[config.mk]
export PLATFORM = sky130hd
export DESIGN_NAME = cal_field_counter_flat
export DESIGN_NICKNAME = d
export VERILOG_FILES = /design/src/rtl/cal_field_counter_if.sv /design/src/rtl/cal_field_counter.sv /design/src/flat_wrapper.sv
export SDC_FILE = /design/constraint.sdc
export NUM_CORES = 1
export LEC_CHECK = 0
export BUFFER_PORTS_ARGS = -buffer_cell sky130_fd_sc_hd__buf_2
export CORE_UTILIZATION = 55
export DETAILED_ROUTE_END_ITERATION = 10
export PLACE_DENSITY = 0.88
export SLEW_MARGIN = 5
export SYNTH_ARGS = -nofsm -noshare
export SYNTH_HDL_FRONTEND = slang
export SYNTH_SLANG_ARGS = --single-unit
[constraint.sdc]
create_clock -name clk -period 2.61 [get_ports clk]
set_input_delay 0 -clock clk [delete_from_list [all_inputs] [get_ports clk]]
set_output_delay 0 -clock clk [all_outputs]
set_load 0.005 [all_outputs]
[src/rtl/cal_field_counter_if.sv]
// Bus bundle for one calendar-field counter: control strobes, buttons,
// runtime bound and the counter outputs.
interface cal_field_counter_if #(
  parameter int WIDTH = 5
);
  logic             tick;
  logic             inc_btn;
  logic             dec_btn;
  logic             load;
  logic [WIDTH-1:0] load_val;
  logic [WIDTH-1:0] limit;
  logic [WIDTH-1:0] value;
  logic             carry;
  logic             borrow;

  modport master (
    output tick, inc_btn, dec_btn, load, load_val, limit,
    input  value, carry, borrow
  );

  modport slave (
    input  tick, inc_btn, dec_btn, load, load_val, limit,
    output value, carry, borrow
  );
endinterface

[src/rtl/cal_field_counter.sv]
// Calendar-field counter with runtime upper bound: timer tick advance,
// debounced-by-sync inc/dec buttons with hold-to-repeat, direct load,
// and carry/borrow pulses for chaining the next field.
module cal_field_counter #(
  parameter int WIDTH         = 5,
  parameter int MIN_VAL       = 0,
  parameter int HOLD_CYCLES   = 8,
  parameter int REPEAT_CYCLES = 4
) (
  input  logic                clk,
  input  logic                reset,
  cal_field_counter_if.slave  bus
);

  localparam int CW = $clog2((HOLD_CYCLES > REPEAT_CYCLES) ? HOLD_CYCLES : REPEAT_CYCLES) + 1;
  localparam logic [WIDTH-1:0] MIN_W     = WIDTH'(MIN_VAL);
  localparam logic [CW-1:0]    HOLD_LAST = CW'(HOLD_CYCLES - 1);
  localparam logic [CW-1:0]    REP_LAST  = CW'(REPEAT_CYCLES - 1);

  typedef enum logic [1:0] {IDLE, WAIT, REPEAT} state_e;

  // state
  logic             inc_s1_q, inc_s2_q, inc_e_q;
  logic             dec_s1_q, dec_s2_q, dec_e_q;
  logic             inc_s1_d, inc_s2_d, inc_e_d;
  logic             dec_s1_d, dec_s2_d, dec_e_d;
  state_e           state_q, state_d;
  logic             dir_q, dir_d;          // 1 = increment
  logic [CW-1:0]    cnt_q, cnt_d;
  logic             pend_inc_q, pend_inc_d;
  logic             pend_dec_q, pend_dec_d;
  logic [WIDTH-1:0] value_q, value_d;
  logic             carry_q, carry_d;
  logic             borrow_q, borrow_d;

  // combinational helpers
  logic             rise_inc, rise_dec, held;
  logic             btn_step, btn_up;
  logic [WIDTH:0]   lim_diff, ld_diff;
  logic [WIDTH-1:0] lim_eff;
  logic             load_ok;
  logic             at_top, at_bot, pend_any;
  logic [WIDTH-1:0] up_next, dn_next;

  // Synchronisers, edge detect, button FSM and value update priority
  always_comb begin
    inc_s1_d = bus.inc_btn;
    inc_s2_d = inc_s1_q;
    inc_e_d  = inc_s2_q;
    dec_s1_d = bus.dec_btn;
    dec_s2_d = dec_s1_q;
    dec_e_d  = dec_s2_q;

    rise_inc = inc_s2_q & ~inc_e_q;
    rise_dec = dec_s2_q & ~dec_e_q;
    held     = dir_q ? inc_s2_q : dec_s2_q;

    // button FSM: produces at most one step per cycle
    state_d  = state_q;
    dir_d    = dir_q;
    cnt_d    = cnt_q;
    btn_step = 1'b0;
    btn_up   = dir_q;
    case (state_q)
      IDLE: begin
        // a rise while the other button is held is ambiguous: no step
        if (rise_inc && !dec_s2_q) begin
          btn_step = 1'b1; btn_up = 1'b1; dir_d = 1'b1;
          cnt_d = '0; state_d = WAIT;
        end else if (rise_dec && !inc_s2_q) begin
          btn_step = 1'b1; btn_up = 1'b0; dir_d = 1'b0;
          cnt_d = '0; state_d = WAIT;
        end
      end
      WAIT: begin
        if (!held) begin
          state_d = IDLE; cnt_d = '0;
        end else if (cnt_q == HOLD_LAST) begin
          btn_step = 1'b1; cnt_d = '0; state_d = REPEAT;
        end else begin
          cnt_d = cnt_q + CW'(1);
        end
      end
      REPEAT: begin
        if (!held) begin
          state_d = IDLE; cnt_d = '0;
        end else if (cnt_q == REP_LAST) begin
          btn_step = 1'b1; cnt_d = '0;
        end else begin
          cnt_d = cnt_q + CW'(1);
        end
      end
      default: begin
        state_d = IDLE; cnt_d = '0;
      end
    endcase

    // Bound checks work on offsets from MIN_VAL; the extra MSB flags
    // "below MIN_VAL" without a separate magnitude compare.
    lim_diff = {1'b0, bus.limit} - {1'b0, MIN_W};
    lim_eff  = lim_diff[WIDTH] ? MIN_W : (lim_diff[WIDTH-1:0] + MIN_W);
    ld_diff  = {1'b0, bus.load_val} - {1'b0, MIN_W};
    load_ok  = !ld_diff[WIDTH] && (ld_diff[WIDTH-1:0] <= (lim_eff - MIN_W));

    at_top   = (value_q == lim_eff);
    at_bot   = (value_q == MIN_W);
    up_next  = at_top ? MIN_W : (value_q + WIDTH'(1));
    dn_next  = at_bot ? lim_eff : (value_q - WIDTH'(1));
    pend_any = pend_inc_q | pend_dec_q;

    value_d    = value_q;
    carry_d    = 1'b0;
    borrow_d   = 1'b0;
    pend_inc_d = pend_inc_q;
    pend_dec_d = pend_dec_q;

    if (bus.load) begin
      value_d    = load_ok ? bus.load_val : MIN_W;
      pend_inc_d = 1'b0;
      pend_dec_d = 1'b0;
    end else if (value_q > lim_eff) begin
      value_d = lim_eff;
      if (btn_step && !pend_any) begin
        pend_inc_d = btn_up;
        pend_dec_d = !btn_up;
      end
    end else if (bus.tick) begin
      value_d = up_next;
      carry_d = at_top;
      if (btn_step && !pend_any) begin
        pend_inc_d = btn_up;
        pend_dec_d = !btn_up;
      end
    end else if (pend_any) begin
      // a button step colliding with the pending one is dropped
      if (pend_inc_q) begin
        value_d = up_next; carry_d = at_top;
      end else begin
        value_d = dn_next; borrow_d = at_bot;
      end
      pend_inc_d = 1'b0;
      pend_dec_d = 1'b0;
    end else if (btn_step) begin
      if (btn_up) begin
        value_d = up_next; carry_d = at_top;
      end else begin
        value_d = dn_next; borrow_d = at_bot;
      end
    end
  end

  // All state registers; reset returns synchronisers to 0 so a held
  // button needs a fresh rising edge afterwards
  always_ff @(posedge clk or negedge reset) begin
    if (!reset) begin
      inc_s1_q   <= 1'b0; inc_s2_q <= 1'b0; inc_e_q <= 1'b0;
      dec_s1_q   <= 1'b0; dec_s2_q <= 1'b0; dec_e_q <= 1'b0;
      state_q    <= IDLE;
      dir_q      <= 1'b0;
      cnt_q      <= '0;
      pend_inc_q <= 1'b0;
      pend_dec_q <= 1'b0;
      value_q    <= MIN_W;
      carry_q    <= 1'b0;
      borrow_q   <= 1'b0;
    end else begin
      inc_s1_q   <= inc_s1_d; inc_s2_q <= inc_s2_d; inc_e_q <= inc_e_d;
      dec_s1_q   <= dec_s1_d; dec_s2_q <= dec_s2_d; dec_e_q <= dec_e_d;
      state_q    <= state_d;
      dir_q      <= dir_d;
      cnt_q      <= cnt_d;
      pend_inc_q <= pend_inc_d;
      pend_dec_q <= pend_dec_d;
      value_q    <= value_d;
      carry_q    <= carry_d;
      borrow_q   <= borrow_d;
    end
  end

  assign bus.value  = value_q;
  assign bus.carry  = carry_q;
  assign bus.borrow = borrow_q;

endmodule

[src/flat_wrapper.sv]
// flat-port wrapper written by rule: the top's interface ports become plain ports
module cal_field_counter_flat 
#(
  parameter int WIDTH         = 5,
  parameter int MIN_VAL       = 0,
  parameter int HOLD_CYCLES   = 8,
  parameter int REPEAT_CYCLES = 4
)
  (clk, reset, bus_tick, bus_inc_btn, bus_dec_btn, bus_load, bus_load_val, bus_limit, bus_value, bus_carry, bus_borrow);
  cal_field_counter_if #(.WIDTH(WIDTH)) bus_i ();
  input  logic clk;
  input  logic reset;
  input wire logic [$bits(bus_i.tick)-1:0] bus_tick;
  input wire logic [$bits(bus_i.inc_btn)-1:0] bus_inc_btn;
  input wire logic [$bits(bus_i.dec_btn)-1:0] bus_dec_btn;
  input wire logic [$bits(bus_i.load)-1:0] bus_load;
  input wire logic [$bits(bus_i.load_val)-1:0] bus_load_val;
  input wire logic [$bits(bus_i.limit)-1:0] bus_limit;
  output wire logic [$bits(bus_i.value)-1:0] bus_value;
  output wire logic [$bits(bus_i.carry)-1:0] bus_carry;
  output wire logic [$bits(bus_i.borrow)-1:0] bus_borrow;
  assign bus_i.tick = bus_tick;
  assign bus_i.inc_btn = bus_inc_btn;
  assign bus_i.dec_btn = bus_dec_btn;
  assign bus_i.load = bus_load;
  assign bus_i.load_val = bus_load_val;
  assign bus_i.limit = bus_limit;
  assign bus_value = bus_i.value;
  assign bus_carry = bus_i.carry;
  assign bus_borrow = bus_i.borrow;
  cal_field_counter #(.WIDTH(WIDTH), .MIN_VAL(MIN_VAL), .HOLD_CYCLES(HOLD_CYCLES), .REPEAT_CYCLES(REPEAT_CYCLES)) u_core (.clk(clk), .reset(reset), .bus(bus_i));
endmodule
== Word level (Yosys, flattened, before mapping) ==
Cells that the tools add are included.
Word-level totals
  output and inout bits: 7
  word-level logic and storage cells: 101
  register bits: 22
  input port bits: 16
Operators by class
  magnitude comparators: 2
  reduce and logical (&&, ||, !) cells: 12
  bitwise gates (word level): 5
  mux-type cells: 57
  $add $sub $neg: 3
  equality and inequality tests: 8
Operators by type and width (count)
  $mux 5: 10
  $mux 1: 33
  $mux 4: 6
  $pmux 4 s3: 1
  $mux 2: 5
  $pmux 2 s3: 1
  $add 5x1->5 const B: 1
  $eq 5x5->1: 1
  $gt 5x5->1: 1
  $le 5x5->1: 1
  $logic_not 5->1: 1
  $reduce_bool 5->1: 1
  $sub 5x1->5 const B: 1
  $add 4x1->4 const B: 1
  $eq 4x2->1 const B: 1
  $eq 4x3->1 const B: 1
  $logic_not 1->1: 4
  $reduce_bool 4->1: 1
  $logic_and 1x1->1: 3
  $ne 3x1->1 const B: 1
  $ne 3x3->1 const B: 1
  $pmux 1 s3: 1
  $reduce_and 3->1: 1
  $and 1x1->1: 2
  6 further kinds: 7

== Logic depth before layout (Yosys ltp) ==
  depth after elaboration: 12
  depth in mapped cells: 9
  depth with buffers taken out: 8

== Worst setup path after synthesis ==
No wires, ideal clock.
  path kind: register to register
  from: reg u_core.value_q[4], in the netlist u_core.bus.value[4]
  to: reg u_core.value_q[4], in the netlist u_core.bus.value[4]
  path buffers: 0
  library setup time: 104 ps
  arrival time: 1919 ps
  data required time: 2506 ps
  stages on the path, launching flop included: 8
  period minus slack after synthesis: 2023 ps
  path slack: 587 ps
  path through: dfrtp_1 ha_1 and3_1 and3_1 a31oi_4 a2bb2oi_1 nor4_2 o41ai_2
Between the ends
  longest elaborated chain between the ends: 8
  elaborated cells between the ends (all ways): 15
  classes of those cells: add/sub: 2; order compare: 1; eq/ne: 1; mux: 9; reduce/logical: 2
Ends and longest elaborated chain
  from (decl): RTL line cal_field_counter.sv:32  | logic [WIDTH-1:0] value_q, value_d;
  from (signal assigned): RTL line cal_field_counter.sv:174  | value_q <= value_d;
  $sub 5x1->5, or another cell as far along: RTL line cal_field_counter.sv:108  | dn_next = at_bot ? lim_eff : (value_q - WIDTH'(1));
  $mux 5 (on tied branches): RTL line cal_field_counter.sv:108, cal_field_counter.sv:107
  $mux 5: RTL line cal_field_counter.sv:144  | if (btn_up) begin
  $mux 5: RTL line cal_field_counter.sv:143  | end else if (btn_step) begin
  $mux 5: RTL line cal_field_counter.sv:134  | end else if (pend_any) begin
  $mux 5: RTL line cal_field_counter.sv:127  | end else if (bus.tick) begin
  $mux 5: RTL line cal_field_counter.sv:121  | end else if (value_q > lim_eff) begin
  $mux 5: RTL line cal_field_counter.sv:117  | if (bus.load) begin
Several ways; a longest one is shown, not always the timed one. The select of a mux whose other input is x is not followed.
A chain may end at the register's enable or synchronous reset.

== Worst setup path after layout ==
Ends and elaborated chain as after synthesis.

==> summary.txt <==
Outcome
  – Status: finished, final reports clean

Final layout
  – Area grow syn2layout: 17.3%
  – Fillers: 244
  – Antenna diodes: 0
  – Layout Cells excl Fill: between 200 and 300
  – Share of layout cells above drive strength 1: 0.233
  – Final layout net count: roughly 250

Clock tree
  – # resized after CTS: 0
  – Cell chosen for the clock root: clkbuf_4
  – Depth of the CTS H-tree: 1
  – Hold buffer count at cts: 10
  – Setup repair bufs after CTS: 0
  – Max Root-Sink Buffers: 2
  – CTS Sinks: 22
  – Skew-Pair Late Insertion Delay: about 0.33 ns
  – CTS Buf Count: 3
  – Clk slew on worst S/H paths: ~0.14 ns
  – CTS tree: built

Routing
  – Drt drc: 0
  – DR vias/cell: between 6 and 7
  – Met3 routed WL: between 200 and 250 µm
  – DRT antenna net count: 0
  – Routed WL per cell: roughly 15 µm
  – DR top layer: met4
  – WL met1: approximately 1.8 mm
  – Met2 wire len: roughly 1.9 mm
  – TritonRoute pass-1 iters: 6
  – 1st-iter DRT viols: 73
  – Vias: around 1,600
  – Total wire length: between 4 and 5 mm

STA
  – Hold_ws: 0.0446 ns
  – Post-route setup slack: roughly 0.17 ns
  – Final hold violation count: 0
  – FMAX: 410 MHz
  – Final setup violation count: 0
  – Clock Skew: 0.0102 ns
  – Worst slew margin: 0.659
  – Final min period: approximately 2.4 ns
  – Worst-Margin Slew: 0.511 ns
  – Post-route clock period utilization: 0.934
  – RSZ-0062 raised after global routing: no
  – Final Max Tran Viols: 0
  – Setup TNS Final: 0 ns

Setup path
  – CP max stage cell: dfrtp_1
  – Element type at the critical path start: register
  – Crit. End Element: register
  – WP data required: between 2 and 3 ns
  – CP Data Arrival Time: ~2.7 ns
  – Top Family by Delay on Critical Path: compound AO/OA/AOI/OAI gates
  – WP buf/inv: 0
  – Crit path max fanout: 14
  – Critical Path, Cell by Cell: ha_1 -> and3_1 -> and3_1 -> a31oi_4 -> a2bb2oi_1 -> nor4_2 -> o41ai_2
  – Critical Path Max Stage Delay: 0.50 ns
  – Critical path class: reg -> reg
  – CP most frequent cell: and3_1

Placed design
  – Dpl cells: about 250
  – Port bufs: 22
  – Placed wire-length estimate: approximately 2.9 mm
  – Gpl congestion: just under 0.9
  – Pre-CTS setup slack: between 0.2 and 0.3 ns

Logic synthesis
  – Post-synth top cells: 22 x dfrtp_1, 18 x ha_1, 16 x inv_1, 15 x nand2_1, 12 x a21oi_1
  – Area share of the largest cell type after synthesis: 0.313
  – EDFF count, synth: 0
  – Yosys warns: 0
  – Top cells by area, synth: dfrtp_1 31%, ha_1 13%, a21oi_1 3.4%
  – Synth area leader: dfrtp_1
  – Post-Syn Area: ~0.0018 mm²
  – Post-synth ARST share: 1.00
  – Most frequent cell after synthesis: dfrtp_1
  – Seq/Total Area, Yosys: 0.313
  – Yosys reg bits: 22
  – Top_reg_cell synth: dfrtp_1
  – Synth unique cells: 62
  – Syn Nets: about 220
  – Mapped Avg Cell Area: around 9.5 µm²
  – Mapped Cells: 185

Floorplan
  – I/O pins: 23
  – Die Area: between 0.003 and 0.004 mm²
  – CORE AREA: between 0.003 and 0.004 mm²
  – Initial core utilization: 0.577
  – Row count: 20
  – Die width: roughly 59 µm
  – Die height: 58.6 µm

Power and ir drop
  – Leak Pwr: 0.961 nW
  – P per Cell Area: roughly 800 mW/mm²
  – Max VDD drop: roughly 0.47 mV

GRT
  – Overflow after GRT: 0
  – Pin count of the biggest net entering global routing: 23
  – Initial antenna violation count: 0
  – First-pass GRT wire length: between 6 and 7 mm
  – Gr usage total: 0.254
  – Vias in the first global route: between 1,000 and 1,500

Run
  – Max Cap Viol: 0

Hold path
  – HP Class: in -> reg
-- layout by cell type, fill, tap and decap left out, drive strengths merged, types with 3 or more instances in the layout --
master,count
a21oi,15
a31oi,5
and3,4
buf,24
clkbuf,3
dfrtp,22
dlygate4sd3,10
ha,18
inv,16
nand2,15
nand2b,4
nand3,8
nand3b,3
nor2,9
nor3,8
o211ai,3
o21ai,8
o31a,3
o31ai,5
-- logic make-up (layout without fill, tap and decap cells) --
kind of cell | Yosys count | in the layout | synth area share
muxes | 3 | 3 | 0.0206
AOI/OAI and AO/OA | 58 | 58 | 0.271
buffers and inverters | 20 | 54 | 0.0497
xor gates and xnor gates | 2 | 2 | 0.00995
adders and majority gates | 18 | 18 | 0.128
and+or+nand+nor | 62 | 62 | 0.208
DFF | 22 | 22 | 0.313
-- worst min-delay path: cells and delay by family --
family        cells  cell delay, ns
buf+inv           1            0.13
simple gates      2            0.22
-- layout make-up --
cell class                      count  area, µm²  area share
Multi-Input combinational cell    143       1120       0.543
Sequential cell                    22        551       0.267
Timing Repair Buffer               34        225       0.109
Inverter                           16       60.1      0.0291
Tap cell                           44       55.1      0.0267
Clock inverter                      1       30.0      0.0145
Clock buffer                        3       22.5      0.0109
-- metal layers --
layer,vias to the layer above,track usage
met5,-,0
met4,0,0.0884
met3,7,0.0308
met2,60,0.415
met1,748,0.351
li1,768,-
-- state kept, by name, summed over array words and instances (netlist names) --
signal             count
u_core.bus.borrow      1
u_core.bus.carry       1
u_core.bus.value       5
u_core.cnt_q           4
u_core.dec_e_d         1
u_core.dec_e_q         1
u_core.dec_s1_q        1
u_core.dir_q           1
u_core.inc_e_d         1
u_core.inc_e_q         1
u_core.inc_s1_q        1
u_core.pend_dec_q      1
u_core.pend_inc_q      1
u_core.state_q         2
-- final timing paths --
path,start,end,slack (ns),cells past startpoint
min in group asynchronous,reset,u_core.cnt_q[1]$_DFFE_PN0P_,0.16,2
hold reg to reg,u_core.dec_s1_q$_DFF_PN0_,u_core.dec_e_d$_DFF_PN0_,0.37,0
setup / recovery,u_core.bus.value[4]$_DFFE_PN0P_,u_core.bus.value[4]$_DFFE_PN0P_,0.17,7
setup reg to reg,u_core.bus.value[4]$_DFFE_PN0P_,u_core.bus.value[4]$_DFFE_PN0P_,0.17,7
max in group asynchronous,reset,u_core.state_q[0]$_DFFE_PN0P_,2.10,2
hold / removal,bus_tick,u_core.pend_inc_q$_DFFE_PN0P_,0.04,3
-- report_power, final --
group | switching, W | total [W] | internal (W)
clock network | 0.000120 | 0.000276 | 0.000155
logic | 0.000489 | 0.000887 | 0.000398
registers | 0.0000819 | 0.000484 | 0.000402
-- stage by stage --
step	total power [W]	utilization	instance area (µm²)
after floorplan	0.00115	-	1760
after global placement	0.00132	0.627	1910
after detailed placement	0.00134	0.627	1910
after global routing	0.00177	0.677	2070
after CTS	0.00164	0.677	2070
final	0.00165	0.677	2070
Note: power is estimated with default switching activity, not from simulation.
